### config.mk
export PLATFORM = sky130hd
export DESIGN_NAME = l2_input_sched
export DESIGN_NICKNAME = d
export VERILOG_FILES = /design/src/rtl/l2_input_sched_pkg.sv /design/src/rtl/l2_sched_starve_ctr.sv /design/src/rtl/l2_input_sched.sv
export SDC_FILE = /design/constraint.sdc
export NUM_CORES = 1
export LEC_CHECK = 0
export BUFFER_PORTS_ARGS = -buffer_cell sky130_fd_sc_hd__buf_2
export CAP_MARGIN = 20
export CORE_MARGIN = 2
export CORE_UTILIZATION = 35
export CTS_CLUSTER_SIZE = 10
export DETAILED_ROUTE_END_ITERATION = 8
export PLACE_DENSITY_LB_ADDON = 0.2
export SLEW_MARGIN = 25
export SYNTH_ARGS = -nofsm -noshare
export SYNTH_HDL_FRONTEND = slang
export SYNTH_SLANG_ARGS = --single-unit
export TNS_END_PERCENT = 50
### constraint.sdc
create_clock -name clk -period 1.85 [get_ports clk]
set_input_delay 0.0925 -clock clk [delete_from_list [all_inputs] [get_ports clk]]
set_output_delay 0.0925 -clock clk [all_outputs]
set_load 0.02 [all_outputs]
### src/rtl/l2_input_sched_pkg.sv
// +------------------------------------------------------------------+
// | l2_input_sched_pkg: shared types and grant indices for the L2    |
// | input scheduler.                              rev 1.0            |
// +------------------------------------------------------------------+
`default_nettype none

package l2_input_sched_pkg;

  typedef enum logic [1:0] {
    IDLE  = 2'd0,
    BUSY  = 2'd1,
    FLUSH = 2'd2
  } l2_sched_state_t;

  localparam int SCHED_RSP   = 0;
  localparam int SCHED_FWD   = 1;
  localparam int SCHED_CPU   = 2;
  localparam int SCHED_FLUSH = 3;
  localparam int SCHED_W     = 4;

  function automatic logic [SCHED_W-1:0] sched_onehot(input int idx);
    logic [SCHED_W-1:0] v;
    v = '0;
    v[idx] = 1'b1;
    return v;
  endfunction

endpackage

`default_nettype wire

### src/rtl/l2_sched_starve_ctr.sv
// +------------------------------------------------------------------+
// | l2_sched_starve_ctr: saturating cpu_req starvation counter and   |
// | promotion flag.                               rev 1.0            |
// +------------------------------------------------------------------+
`default_nettype none

module l2_sched_starve_ctr
  import l2_input_sched_pkg::*;
#(
  parameter int STARVE_MAX = 16,
  parameter int STARVE_W   = $clog2(STARVE_MAX + 1)
) (
  input  logic                clk,
  input  logic                rst,
  input  logic                idle,
  input  logic                cpu_elig,
  input  logic                cpu_hs,
  input  logic                other_hs,
  output logic [STARVE_W-1:0] starve,
  output logic                promote
);

  localparam logic [STARVE_W-1:0] STARVE_TOP = STARVE_W'(STARVE_MAX);

  // Only IDLE cycles are arbitration cycles; the count is frozen otherwise.
  always_ff @(posedge clk) begin
    if (!rst) begin
      starve <= '0;
    end else if (idle) begin
      if (cpu_hs || !cpu_elig) begin
        starve <= '0;
      end else if (other_hs && (starve != STARVE_TOP)) begin
        starve <= starve + STARVE_W'(1);
      end
    end
  end

  assign promote = (starve == STARVE_TOP);

endmodule

`default_nettype wire

### src/rtl/l2_input_sched.sv
// +------------------------------------------------------------------+
// | l2_input_sched: picks the next L2 input channel (rsp/fwd/cpu/    |
// | flush) with cpu anti-starvation and flush mode.  rev 1.0         |
// +------------------------------------------------------------------+
`default_nettype none

module l2_input_sched
  import l2_input_sched_pkg::*;
#(
  parameter int STARVE_MAX = 16,
  parameter int CNT_W      = 16
) (
  input  logic             clk,
  input  logic             rst,
  input  logic             rsp_in_valid,
  input  logic             fwd_in_valid,
  input  logic             cpu_req_valid,
  input  logic             flush_valid,
  input  logic             fwd_stall,
  input  logic             cpu_stall,
  input  logic             core_ready,
  input  logic             txn_done,
  input  logic             flush_done,
  output logic             rsp_in_ready,
  output logic             fwd_in_ready,
  output logic             cpu_req_ready,
  output logic             flush_ready,
  output logic [3:0]       grant,
  output logic             busy,
  output logic [CNT_W-1:0] promo_cnt
);

  localparam int STARVE_W = $clog2(STARVE_MAX + 1);

  l2_sched_state_t     state;
  l2_sched_state_t     state_next;
  logic                rsp_elig;
  logic                fwd_elig;
  logic                cpu_elig;
  logic                flush_elig;
  logic [SCHED_W-1:0]  winner;
  logic [SCHED_W-1:0]  ready_vec;
  logic [SCHED_W-1:0]  valid_vec;
  logic [SCHED_W-1:0]  hs_vec;
  logic                promote;
  logic [STARVE_W-1:0] starve;
  logic                other_hs;

  assign rsp_elig   = rsp_in_valid;
  assign fwd_elig   = fwd_in_valid & ~fwd_stall;
  assign cpu_elig   = cpu_req_valid & ~cpu_stall;
  assign flush_elig = flush_valid;

  // Promotion only swaps cpu above fwd; rsp always wins, flush always loses.
  always_comb begin
    winner = '0;
    if (rsp_elig) begin
      winner = sched_onehot(SCHED_RSP);
    end else if (promote && cpu_elig) begin
      winner = sched_onehot(SCHED_CPU);
    end else if (fwd_elig) begin
      winner = sched_onehot(SCHED_FWD);
    end else if (cpu_elig) begin
      winner = sched_onehot(SCHED_CPU);
    end else if (flush_elig) begin
      winner = sched_onehot(SCHED_FLUSH);
    end
  end

  always_ff @(posedge clk) begin
    if (!rst) begin
      state <= IDLE;
    end else begin
      state <= state_next;
    end
  end

  always_comb begin
    state_next = state;
    case (state)
      IDLE: begin
        if (core_ready && (winner != '0)) begin
          state_next = winner[SCHED_FLUSH] ? FLUSH : BUSY;
        end
      end
      BUSY: begin
        if (txn_done) begin
          state_next = IDLE;
        end
      end
      FLUSH: begin
        if (flush_done) begin
          state_next = IDLE;
        end
      end
      default: state_next = IDLE;
    endcase
  end

  always_comb begin
    ready_vec = '0;
    if (rst) begin
      case (state)
        IDLE: begin
          if (core_ready) begin
            ready_vec = winner;
          end
        end
        FLUSH: begin
          // Writeback acks must keep draining while the sweep runs.
          ready_vec[SCHED_RSP] = rsp_in_valid & core_ready;
        end
        default: ready_vec = '0;
      endcase
    end
  end

  assign rsp_in_ready  = ready_vec[SCHED_RSP];
  assign fwd_in_ready  = ready_vec[SCHED_FWD];
  assign cpu_req_ready = ready_vec[SCHED_CPU];
  assign flush_ready   = ready_vec[SCHED_FLUSH];
  assign busy          = (state != IDLE);

  assign valid_vec = {flush_valid, cpu_req_valid, fwd_in_valid, rsp_in_valid};
  assign hs_vec    = ready_vec & valid_vec;
  assign other_hs  = hs_vec[SCHED_RSP] | hs_vec[SCHED_FWD] | hs_vec[SCHED_FLUSH];

  always_ff @(posedge clk) begin
    if (!rst) begin
      grant <= '0;
    end else begin
      case (state)
        IDLE: begin
          if (state_next != IDLE) begin
            grant <= winner;
          end
        end
        BUSY: begin
          if (txn_done) begin
            grant <= '0;
          end
        end
        FLUSH: begin
          if (flush_done) begin
            grant <= '0;
          end
        end
        default: grant <= '0;
      endcase
    end
  end

  always_ff @(posedge clk) begin
    if (!rst) begin
      promo_cnt <= '0;
    end else if (hs_vec[SCHED_CPU] && promote && fwd_elig) begin
      promo_cnt <= promo_cnt + CNT_W'(1);
    end
  end

  l2_sched_starve_ctr #(
    .STARVE_MAX (STARVE_MAX),
    .STARVE_W   (STARVE_W)
  ) u_starve (
    .clk      (clk),
    .rst      (rst),
    .idle     (state == IDLE),
    .cpu_elig (cpu_elig),
    .cpu_hs   (hs_vec[SCHED_CPU]),
    .other_hs (other_hs),
    .starve   (starve),
    .promote  (promote)
  );

endmodule

`default_nettype wire

==> flow_metrics.env <==
export IMPL_p_int_w=0.000792
export IMPL_vias=1361
export IMPL_drc_errors=0
export IMPL_cts_root_buf="clkbuf_8"
export IMPL_start_util=0.370
export IMPL_crit_fanout=4
export IMPL_cts_tree="built"
export IMPL_track_usage=0.150
export IMPL_ant_nets=0
export IMPL_slowest_delay_ps=360
export IMPL_synth_fa_ha_area_frac=0.0250
export IMPL_fin_nets=224
export IMPL_clock_fmax_mhz=559
export IMPL_crit_required_ps=2010
export IMPL_cts_sinks=27
export IMPL_ctsHoldBuffers=0
export IMPL_switchingPower_w=0.000254
export IMPL_skew_ps=6.16
export IMPL_ir_worst_vdd_v=0.000280
export IMPL_fp_coreArea_um2=4060
export IMPL_synth_area_leaders="dfxtp_1, xnor2_1, and2_1"
export IMPL_cts_buffers=3
export IMPL_clkPwrFrac=0.312
export IMPL_synth_area_um2=1500
export IMPL_ys_seq_area_frac=0.360
export IMPL_grt_max_degree=28
export IMPL_placed_cells=254
export IMPL_grt_pass1_vias=1319
export IMPL_grt_setup_unrepaired="yes"
export IMPL_ys_ff_latch=27
export IMPL_syn2layout_area_growth_pct=21.3
export IMPL_rrSetupSlack_ps=60
export IMPL_die_area_um2=4830
export IMPL_synthCells=169
export IMPL_clk_pin_slew_worst_paths_ps=90
export IMPL_status="complete, no violations"
export IMPL_synth_nets=183
export IMPL_power_density_nw_per_um2=575
export IMPL_yosysTopAreaCell="dfxtp_1"
export IMPL_synth_xor_area_frac=0.0758
export IMPL_io_pins=36
export IMPL_final_common_cell="buf_2"
export IMPL_die_h_um=69.5
export IMPL_worstPathCellList="inv_1, ha_1, nand4bb_1, nor3_4, buf_4, nand2_1, xnor2_1, and2_1"
export IMPL_hpwlAfterDp_mm=2.73
export IMPL_std_cell_rows=23
export IMPL_gp_congestion=0.758
export IMPL_die_w_um=69.5
export IMPL_endpoint_kind="flop"
export IMPL_p_leak_nw=0.782
export IMPL_antenna_found_initial=0
export IMPL_antenna_cells=0
export IMPL_synth_edf_count=0
export IMPL_via_per_inst=5.25
export IMPL_drive_gt1_frac=0.268
export IMPL_synth_mux_area_frac=0.0267
export IMPL_fin_cells=259
export IMPL_place_area_um2=1760
export IMPL_worstSetupPathType="flop to flop"
export IMPL_combPwrFrac=0.124
export IMPL_routed_wirelength_mm=3.58
export IMPL_synth_top_area_frac=0.360
export IMPL_fin_crit_sh=0.967
export IMPL_ys_warn_count=0
export IMPL_port_buffers=35
export IMPL_hold_violations=0
export IMPL_hold_class="input pin to flop"
export IMPL_slew_headroom=0.736
export IMPL_slew_viol_final=0
export IMPL_fin_util=0.449
export IMPL_cp_start_kind="flop"
export IMPL_async_flop_share=0
export IMPL_fill_cells=398
export IMPL_power_w=0.00105
export IMPL_critPathSlowestCell="dfxtp_1"
export IMPL_routedWlPerCell_um=13.8
export IMPL_synth_main_ff_cell="dfxtp_1"
export IMPL_power_frac_seq=0.564
export IMPL_clkLatencyLatePin_ps=260
export IMPL_synth_distinct_cells=47
export IMPL_switching_share=0.243
export IMPL_htreeDepth=1
export IMPL_layout_common_cells="buf_2, dfxtp_1, nor2_1"
export IMPL_cp_arrival_ps=1950
export IMPL_maxCapViolCount=0
export IMPL_finalSetupTns_ps=0
export IMPL_drt_iter0_drc=41
export IMPL_grt_overflow_total=0
export IMPL_min_period_ps=1790
export IMPL_setup_violations=0
export IMPL_fin_area_um2=1820
export IMPL_dr_pass1_iters=4
export IMPL_worstMarginPinSlew_ps=393
export IMPL_ctsLongestPathBuffers=2
export IMPL_syn_avg_cell_area_um2=8.88
export IMPL_grt_pass1_wl_mm=6.07
export IMPL_synth_top_family_by_area="simple AND/OR/NAND/NOR gates"
export IMPL_yosys_area_share_simple=0.353
export IMPL_synth_compound_area_frac=0.120
state kept, by name (all words and copies together), names as in the netlist:
register         count
promo_cnt           16
u_starve.starve      5
grant                4
state                2
power groups by stage:
stage | Sequential (W) | Combinational, W | Clock, W
after floorplan | 0.000609 | 0.0000777 | 0
after global placement | 0.000604 | 0.000127 | 0
after detailed placement | 0.000604 | 0.000130 | 0
after CTS | 0.000591 | 0.000130 | 0.000338
after global routing | 0.000592 | 0.000144 | 0.000365
final | 0.000590 | 0.000130 | 0.000327
cell type report:
class	count	area [µm²]	area share
Tap cell	50	62.6	0.0343
Sequential cell	27	542	0.297
Multi-Input combinational cell	130	911	0.500
Timing Repair Buffer	44	246	0.135
Clock buffer	4	45.0	0.0247
Inverter	4	15.0	0.00824
cells in the mapped netlist, types with 3 or more instances:
cell type and n:
xnor2_1 10, o211ai_1 3, nand4_1 8, dfxtp_1 27, nor2_1 16, ha_1 3
o21ai_0 4, nor2b_1 4, mux2i_1 4, inv_1 4, buf_4 3, nand3_1 7
and2_1 13, nand2_1 14, clkbuf_1 3, and3_1 4, nand2b_1 4, xor2_1 3
worst max-delay path: cells and delay by family (launching register included):
family,cells,cell delay (ps)
simple gates,4,780
buf+inv,2,250
flops,1,360
fa+ha+maj,1,150
xor+xnor,1,130
metrics by stage:
step           setup WS (ps)  hold WS (ps)
5_1_grt                -25.6           201
2_1_floorplan            225           306
6_report                60.2           180
3_3_place_gp             110           458
3_5_place_dp            62.9           458
4_1_cts                 35.2           178
final timing paths:
check | start | end | depth (start not counted)
max | u_starve.starve[1] | promo_cnt[0] | 8
min | txn_done | state[0] | 3
max reg2reg | u_starve.starve[1] | promo_cnt[0] | 8
min reg2reg | grant[1] | grant[1] | 2
logic make-up (layout without fill, tap and decap cells):
group                    count (synthesis)  count (layout)
flip-flops                              27              27
XOR/XNOR                                13              13
adder cells (fa/ha/maj)                  3               3
AO/OA/AOI/OAI                           24              24
buffers and inverters                   12              52
multiplexers                             4               4
AND/OR/NAND/NOR                         86              86
per-layer routing:
metal,track usage,vias up,wire length [µm]
met5,0,-,0
met1,0.173,653,1530
met3,0.0291,2,194
met2,0.281,31,1850
li1,-,675,-
met4,0.0349,0,13
repair_timing:
action	in CTS	in global routing
endpoints found under the setup margin	0	14
resized for setup	0	5
setup buffers	0	1
Note: power is estimated with default switching activity, not from simulation.
